### src/rtl/ssd_pkg.sv
// Shared constants for the seven-segment scan controller: active-low
// segment patterns ({a,b,c,d,e,f,g}) and active-low digit enables.
package ssd_pkg;

  localparam logic [6:0] SEG_0    = 7'b0000001;
  localparam logic [6:0] SEG_1    = 7'b1001111;
  localparam logic [6:0] SEG_2    = 7'b0010010;
  localparam logic [6:0] SEG_3    = 7'b0000110;
  localparam logic [6:0] SEG_4    = 7'b1001100;
  localparam logic [6:0] SEG_5    = 7'b0100100;
  localparam logic [6:0] SEG_6    = 7'b0100000;
  localparam logic [6:0] SEG_7    = 7'b0001111;
  localparam logic [6:0] SEG_8    = 7'b0000000;
  localparam logic [6:0] SEG_9    = 7'b0000100;
  localparam logic [6:0] SEG_DASH = 7'b1111110;
  localparam logic [6:0] SEG_OFF  = 7'b1111111;

  // Index 0 is the rightmost digit.
  localparam logic [3:0] DIGIT_SEL [4] = '{4'b1110, 4'b1101, 4'b1011, 4'b0111};

endpackage

### src/rtl/ssd_scan_ctl_if.sv
// Display bus: BCD digits and controls in from the counter chain,
// multiplexed common-anode drive out to the board.
interface ssd_scan_ctl_if;

  logic [3:0] bcd0;
  logic [3:0] bcd1;
  logic [3:0] bcd2;
  logic [3:0] bcd3;
  logic [3:0] dp_in;
  logic       blank_lz;
  logic [3:0] ssd_ctl;
  logic [7:0] ssd_seg;

  modport master (
    output bcd0, bcd1, bcd2, bcd3, dp_in, blank_lz,
    input  ssd_ctl, ssd_seg
  );

  modport slave (
    input  bcd0, bcd1, bcd2, bcd3, dp_in, blank_lz,
    output ssd_ctl, ssd_seg
  );

endinterface

### src/rtl/bcd_to_ssd.sv
// BCD to active-low seven-segment decoder. Codes 10..15 show a dash so an
// invalid digit is visible on the board instead of propagating X.
module bcd_to_ssd
  import ssd_pkg::*;
(
  input  logic [3:0] bcd,
  output logic [6:0] seg
);

  // Pure lookup; default covers every non-BCD code.
  always_comb begin
    seg = SEG_DASH;
    case (bcd)
      4'd0: seg = SEG_0;
      4'd1: seg = SEG_1;
      4'd2: seg = SEG_2;
      4'd3: seg = SEG_3;
      4'd4: seg = SEG_4;
      4'd5: seg = SEG_5;
      4'd6: seg = SEG_6;
      4'd7: seg = SEG_7;
      4'd8: seg = SEG_8;
      4'd9: seg = SEG_9;
      default: seg = SEG_DASH;
    endcase
  end

endmodule

### src/rtl/ssd_scan_ctl.sv
// Four-digit multiplexed seven-segment scan controller. A free-running
// refresh counter selects the digit; inputs are captured once per frame so
// a frame never mixes old and new values; outputs are registered.
module ssd_scan_ctl
  import ssd_pkg::*;
#(
  parameter int SCAN_CNT_W = 17,
  parameter int LZ_EN      = 1
) (
  input  logic           clk,
  input  logic           rst,
  ssd_scan_ctl_if.slave  bus
);

  logic [SCAN_CNT_W-1:0] scan_cnt;
  logic [1:0]            idx;
  logic                  frame_end;

  logic [3:0][3:0]       sh_dig;
  logic [3:0]            sh_dp;
  logic                  sh_blank_lz;

  logic                  lz_on;
  logic [3:0]            blank;
  logic [3:0]            cur_dig;
  logic [6:0]            dec_seg;
  logic [7:0]            seg_nxt;

  logic [3:0]            ctl_q;
  logic [7:0]            seg_q;

  assign idx       = scan_cnt[SCAN_CNT_W-1 -: 2];
  assign frame_end = &scan_cnt;

  // Refresh counter, wraps naturally at all-ones.
  always_ff @(posedge clk or posedge rst) begin
    if (rst) scan_cnt <= '0;
    else     scan_cnt <= scan_cnt + SCAN_CNT_W'(1);
  end

  // Capture the display inputs on the last cycle of a frame so the next
  // frame is shown from one consistent snapshot.
  always_ff @(posedge clk or posedge rst) begin
    if (rst) begin
      sh_dig      <= '0;
      sh_dp       <= '0;
      sh_blank_lz <= 1'b0;
    end else if (frame_end) begin
      sh_dig      <= {bus.bcd3, bus.bcd2, bus.bcd1, bus.bcd0};
      sh_dp       <= bus.dp_in;
      sh_blank_lz <= bus.blank_lz;
    end
  end

  // Leading-zero chain from the left; digit 0 always shows so a value of
  // zero still displays "0".
  always_comb begin
    lz_on    = (LZ_EN != 0) && sh_blank_lz;
    blank    = '0;
    blank[3] = lz_on && (sh_dig[3] == 4'd0);
    blank[2] = blank[3] && (sh_dig[2] == 4'd0);
    blank[1] = blank[2] && (sh_dig[1] == 4'd0);
  end

  assign cur_dig = sh_dig[idx];

  bcd_to_ssd u_dec (
    .bcd (cur_dig),
    .seg (dec_seg)
  );

  // Segment word for the active slot; dp is independent of blanking.
  always_comb begin
    seg_nxt = {(blank[idx] ? SEG_OFF : dec_seg), ~sh_dp[idx]};
  end

  // Registered output stage, one cycle behind idx.
  always_ff @(posedge clk or posedge rst) begin
    if (rst) begin
      ctl_q <= 4'b1111;
      seg_q <= 8'hFF;
    end else begin
      ctl_q <= DIGIT_SEL[idx];
      seg_q <= seg_nxt;
    end
  end

  assign bus.ssd_ctl = ctl_q;
  assign bus.ssd_seg = seg_q;

endmodule
### src/flat_wrapper.sv
// flat-port wrapper written by rule: the top's interface ports become plain ports
module ssd_scan_ctl_flat import ssd_pkg::*;
#(
  parameter int SCAN_CNT_W = 17,
  parameter int LZ_EN      = 1
)
  (clk, rst, bus_bcd0, bus_bcd1, bus_bcd2, bus_bcd3, bus_dp_in, bus_blank_lz, bus_ssd_ctl, bus_ssd_seg);
  ssd_scan_ctl_if bus_i ();
  input  logic clk;
  input  logic rst;
  input wire logic [$bits(bus_i.bcd0)-1:0] bus_bcd0;
  input wire logic [$bits(bus_i.bcd1)-1:0] bus_bcd1;
  input wire logic [$bits(bus_i.bcd2)-1:0] bus_bcd2;
  input wire logic [$bits(bus_i.bcd3)-1:0] bus_bcd3;
  input wire logic [$bits(bus_i.dp_in)-1:0] bus_dp_in;
  input wire logic [$bits(bus_i.blank_lz)-1:0] bus_blank_lz;
  output wire logic [$bits(bus_i.ssd_ctl)-1:0] bus_ssd_ctl;
  output wire logic [$bits(bus_i.ssd_seg)-1:0] bus_ssd_seg;
  assign bus_i.bcd0 = bus_bcd0;
  assign bus_i.bcd1 = bus_bcd1;
  assign bus_i.bcd2 = bus_bcd2;
  assign bus_i.bcd3 = bus_bcd3;
  assign bus_i.dp_in = bus_dp_in;
  assign bus_i.blank_lz = bus_blank_lz;
  assign bus_ssd_ctl = bus_i.ssd_ctl;
  assign bus_ssd_seg = bus_i.ssd_seg;
  ssd_scan_ctl #(.SCAN_CNT_W(SCAN_CNT_W), .LZ_EN(LZ_EN)) u_core (.clk(clk), .rst(rst), .bus(bus_i));
endmodule
### config.mk
export PLATFORM = sky130hd
export DESIGN_NAME = ssd_scan_ctl_flat
export DESIGN_NICKNAME = d
export VERILOG_FILES = /design/src/rtl/ssd_pkg.sv /design/src/rtl/ssd_scan_ctl_if.sv /design/src/rtl/bcd_to_ssd.sv /design/src/rtl/ssd_scan_ctl.sv /design/src/flat_wrapper.sv
export SDC_FILE = /design/constraint.sdc
export NUM_CORES = 1
export LEC_CHECK = 0
export CAP_MARGIN = 20
export CELL_PAD_IN_SITES_DETAIL_PLACEMENT = 1
export CELL_PAD_IN_SITES_GLOBAL_PLACEMENT = 1
export CORE_ASPECT_RATIO = 0.6
export CORE_UTILIZATION = 45
export CTS_BUF_LIST = sky130_fd_sc_hd__clkbuf_4 sky130_fd_sc_hd__clkbuf_8
export DETAILED_ROUTE_END_ITERATION = 6
export HOLD_SLACK_MARGIN = 0.03
export PLACE_DENSITY_LB_ADDON = 0.1
export SETUP_SLACK_MARGIN = 0.5
export SYNTH_ARGS = -nofsm -noshare
export SYNTH_HDL_FRONTEND = slang
export SYNTH_SLANG_ARGS = --single-unit
export TNS_END_PERCENT = 10
### constraint.sdc
create_clock -name clk -period 2.8 [get_ports clk]
set_input_delay 0.7 -clock clk [delete_from_list [all_inputs] [get_ports clk]]
set_output_delay 0.7 -clock clk [all_outputs]
set_load 0.02 [all_outputs]
# Word level (Yosys, flattened, before mapping)
# Memory sizes are Yosys's and may differ from the RTL's.
# Index checks and enable logic that the tools add are counted.
# totals
register_bits	50
romBits	112
inputBits	23
out_inout_bits	12
word_cells	32
memories	1
# memory_table
name	depth	width	read_ports	rd_clocked_by_memory_dff	write_ports	line	source
(no name shown)	16	7	1	0	0	bcd_to_ssd.sv:13	case (bcd)
# op_classes
n_addsub	1
n_lt_le_gt_ge	2
n_mux	10
bitwise	2
reduce_logical	7
# ops
operator	count
$add 17x1->17 const B	1
$reduce_and 17->1	1
$bmux 4 s2	2
$logic_not 4->1	3
$mux 4	3
$mux 7	1
$bmux 1 s2	2
$ge 3x3->1 const B	1
$logic_and 1x1->1	3
$lt 2x3->1 const B	1
$not 2->3	1
$mux 1	2
$not 1->1	1

# Logic depth before layout (Yosys ltp)
# logic_depth
depth_word	7
mapped_depth	8
mapped_depth_nobuf	7

# Cells and area by module
# From an unflattened synthesis, not the netlist that was laid out.
# unflattened
cells_unflattened	172
area_unflattened_um2	2287.2
# by_module_without_submodules
mod	n_inst	cells_each	area_per_inst_um2	seq_area_each_um2
ssd_scan_ctl	1	141	2057.0	1266.2
bcd_to_ssd	1	31	230.2	0.0

# Worst setup path after synthesis
# OpenSTA, ideal clock, no wires.
# synth_path
kind	register to register
startpoint	reg u_core.scan_cnt[0]
endpoint	reg u_core.sh_blank_lz, in the netlist u_core.lz_on
setup_ps	127
arrival_time_ps	2067
required_ps	2673
setup_slack_ps	606
stages_incl_launch_ff	8
n_path_buf	1
synth_period_minus_slack_ps	2194
cell_sequence	dfrtp_1 -> ha_1 -> inv_1 -> nor4_2 -> and3_1 -> ha_1 -> buf_1 -> mux2_1
# synth_between
elab_chain_cells	1
# synth_lines
element	line	source
from (decl)	ssd_scan_ctl.sv:15	logic [SCAN_CNT_W-1:0] scan_cnt;
from (signal assigned)	ssd_scan_ctl.sv:38	else scan_cnt <= scan_cnt + SCAN_CNT_W'(1);
$reduce_and 17->1	ssd_scan_ctl.sv:33	assign frame_end = &scan_cnt;
via u_core.frame_end	ssd_scan_ctl.sv:17	logic frame_end;
to (signal assigned)	ssd_scan_ctl.sv:51	sh_blank_lz <= bus.blank_lz;
to (decl)	ssd_scan_ctl.sv:21	logic sh_blank_lz;
# The timed path passes the listed nets, and every way through them passes these cells.
# A chain may end at the register's enable or synchronous reset.

# Worst setup path after layout
# layout_path
startpoint	reg u_core.scan_cnt[15]
endpoint	reg u_core.seg_q[4], in the netlist u_core.bus.ssd_seg[4]
# layout_between
elab_chain_cells	4
elab_cells_between_ends	6
classes_between	5 x mux; 1 x memory
# layout_lines
element	line	source
$bmux 4 s2	ssd_scan_ctl.sv:65	assign cur_dig = sh_dig[idx];
$mux 4 (not written as such)	ssd_scan_ctl.sv:65	
$mem_v2 16x7	-	
$mux 7 *	ssd_scan_ctl.sv:74	seg_nxt = {(blank[idx] ? SEG_OFF : dec_seg), ~sh_dp[idx]};
via u_core.seg_nxt[4]	ssd_scan_ctl.sv:27	logic [7:0] seg_nxt;
to (signal assigned)	ssd_scan_ctl.sv:84	seg_q <= seg_nxt;
to (decl)	ssd_scan_ctl.sv:30	logic [7:0] seg_q;
# Mark *: on every way through the listed nets, which the timed path passes. The rest lies on a longest branch. The select of a mux whose other input is x is not followed.

==> metrics.txt <==
IO Count=35; global route hottest layer=met2; number of port buffers=34; Least-Margin Pin Slew=around 0.6 ns; Layout area overhead=23.2%; endpoints failing setup=0; # rows=19; status=finished clean; final design utilization=0.587; vias per cell=roughly 5.2; startpoint class of the critical path=register; R2R Path Start=u_core.scan_cnt[15]$_DFF_PP0_; Layout Nets=236; Final TNS setup=0 ns; clock tree buffer depth=2; area post-placement=about 0.0026 mm2; Place WS=approximately 0.59 ns; top cell type by total area after synthesis=dfrtp_1; Post-Layout Inst Area=0.00272 mm2; Final ANT Viol Nets=0; gp weighted congestion=0.752; Fillers=483; sequential share of power=0.604; Yosys reg bits=50; Synth Area in Adders=0.0454; Int Pwr=around 0.95 mW; pin count of the biggest net entering global routing=just over 50; initial antenna violation count=0; Iter 0 DRT Violations=60; global route overflow=0; Final Hold Vio Count=0; RSZ-0062 raised after global routing=no; Largest stage delay, worst path=just over 0.7 ns; Clock Skew=0.00567 ns; number of antenna diodes=0; Cell Area, Synth=0.00221 mm2; clock sinks=50; max-capacitance violation count=0; die height=56.2 um; non-filler instance count after layout=roughly 270; router iterations before antenna repair=4; Slew Limit Fails=0; post-synthesis mux area share=0.171; Max VDD drop=0.239 mV; Worst Hold Path Cells=1; most frequent CP cell=inv_1; simple-gate share of the synthesized area=0.0958; Cell variety after synth=33; leakage=1.23 nW; GRT met2 Usage=0.332; root buffer cell=clkbuf_8; warning count from the yosys run=0; vias in the first global route=1529; reg-to-reg slack, setup=0.67 ns; max_slew headroom=0.599; Crit Path Class=register to register; Worst Path Max Fanout=13; met1 Usage GRT=0.271; first-pass GRT wire length=7.86 mm; most frequent cells in the layout=dfrtp_1, clkdlybuf4s50_1, mux2_1; f_max=0.469 GHz; core footprint=between 0.004 and 0.005 mm2; DR WL/cell=about 17 um; sw frac=0.206; FF-to-FF End=u_core.bus.ssd_seg[4]$_DFF_PP1_; Min-Delay Endpoint=u_core.scan_cnt[11]$_DFF_PP0_; largest family of logic cells by synthesized area=multiplexers; synthesized net count=198; Final HPWL DP=about 3.2 mm; worst-case reg-to-reg path depth=6; period utilisation layout=0.761; Worst Setup End Kind=register; P_sw=0.247 mW; post-layout worst setup margin=0.669 ns; Placed Cells=261; clock-pin slew on the worst setup and hold paths=about 0.09 ns; crit path DAT=~2.4 ns; Num CTS Buffers=5; CTS H-tree depth=2; die footprint=roughly 0.0052 mm2; post-synthesis xor/xnor area fraction=0.0556; Clock power frac=0.357; CTS tree=built; Final min period=2.13 ns; Req. time, crit path=3.03 ns; commonest non-fill, non-tap cell in the layout=dfrtp_1; met3 GRT Util=0.0478; Cells after Synth=167; global-route usage over all layers=0.202; Synth area leaders=dfrtp_1, dfstp_2, mux2_1, ha_1, mux4_2; drt total wl=4.48 mm; share of the synthesized area in the top cell type=0.431; Hold WS=0.475 ns; Multi-input gate area=891 um2; Compound-Gate Fraction of Synth Area=0.0323; hold path start=u_core.scan_cnt[11]$_DFF_PP0_; Logic pwr share=0.038; critical path, cell by cell=mux4_2, inv_1, ha_1, inv_1, mux2i_1, o21ai_1; worst path bufs/invs=2; Pwr Density=440 mW/mm2; sequential area share after synthesis=0.574; via count=1401; Register Area=between 0.001 and 0.0015 mm2; latest clock arrival within the worst-skew pair=0.30 ns; chip width=92.4 um; total design power=1.20 mW; Setup Fix Bufs, Post-CTS=0; DRC errors left=0; cell family with most CP delay=multiplexers; Slowest-stage cell, CP=dfrtp_1; Hold Path Class=register to register; Syn Area/Cell=roughly 13 um2; layout cells sized above 1=0.150; starting density of the core=0.476
## worst reg2reg max path: stages, from the launching register on
cell and delay [ns]:
dfrtp_1 0.72, mux4_2 0.68, inv_1 0.15, ha_1 0.25, inv_1 0.07, mux2i_1 0.07, o21ai_1 0.14
## synthesized netlist by cell type (all sizes together)
| library cell | instances |
|---|---|
| o21a | 1 |
| inv | 8 |
| ha | 8 |
| o21ai | 5 |
| dfrtp | 38 |
| xnor2 | 10 |
| or2 | 2 |
| nand3b | 1 |
| and3 | 2 |
| nand4 | 3 |
| dfstp | 12 |
| nand2 | 12 |
| buf | 5 |
| mux2 | 21 |
| xor2 | 4 |
| mux2i | 5 |
| and4 | 1 |
| a21oi | 2 |
| a31oi | 1 |
| mux4 | 4 |
| nor3 | 2 |
| nor4 | 3 |
| nand3 | 8 |
| nand2b | 2 |
| o31a | 2 |
| nor2 | 5 |
## registers in the layout, indices dropped and copies added (netlist names)
register            flops
u_core.lz_on            1
u_core.bus.ssd_ctl      4
u_core.bus.ssd_seg      8
u_core.sh_dig          16
u_core.scan_cnt        17
u_core.sh_dp            4
## power groups by stage
stage	Clock (mW)	Sequential (mW)	Combinational, mW
global placement	0	0.736	0.0459
CTS	0.445	0.722	0.0473
detailed placement	0	0.736	0.0470
global route	0.467	0.723	0.0511
floorplan	0	0.736	0.0107
finish	0.427	0.722	0.0458
## repair_timing
action,4_1_cts,5_1_grt
hold endpoints to repair,0,0
gates resized for setup,0,2
hold buffers,0,0
setup endpoints to repair,0,20
## per-layer routing
layer  wire [um]  share of wire
met1        2060           0.46
met5           0              0
met2        2230           0.50
met3         165          0.037
met4          21         0.0047
## worst max-delay path by stage
stage	from	end	slack (ns)	cells past startpoint
floorplan	u_core.scan_cnt[0]$_DFF_PP0_	u_core.lz_on$_DFFE_PP0P_	0.61	7
global placement	u_core.scan_cnt[0]$_DFF_PP0_	u_core.sh_dp[1]$_DFFE_PP0P_	0.69	7
detailed placement	u_core.scan_cnt[0]$_DFF_PP0_	u_core.sh_dp[3]$_DFFE_PP0P_	0.59	7
CTS	u_core.scan_cnt[0]$_DFF_PP0_	u_core.sh_dp[3]$_DFFE_PP0P_	0.57	7
global route	u_core.scan_cnt[15]$_DFF_PP0_	u_core.bus.ssd_seg[4]$_DFF_PP1_	0.50	6
finish	u_core.scan_cnt[15]$_DFF_PP0_	u_core.bus.ssd_seg[4]$_DFF_PP1_	0.67	6
## area by class of cell
class | instances | area share
sequential | 50 | 0.465
multi-input combinational | 104 | 0.328
timing repair buffer | 36 | 0.132
clock buffer | 6 | 0.0304
tap | 63 | 0.0290
inverter | 8 | 0.0110
clock inverter | 2 | 0.00460
## kinds of logic (layout without fill, tap and decap cells)
group,Yosys count,in the layout
fa+ha+maj,8,8
simple gates,41,41
compound gates,11,11
buf+inv,13,52
flops,50,50
mux,30,30
xor+xnor,14,14
(Power assumes the default switching activity.)
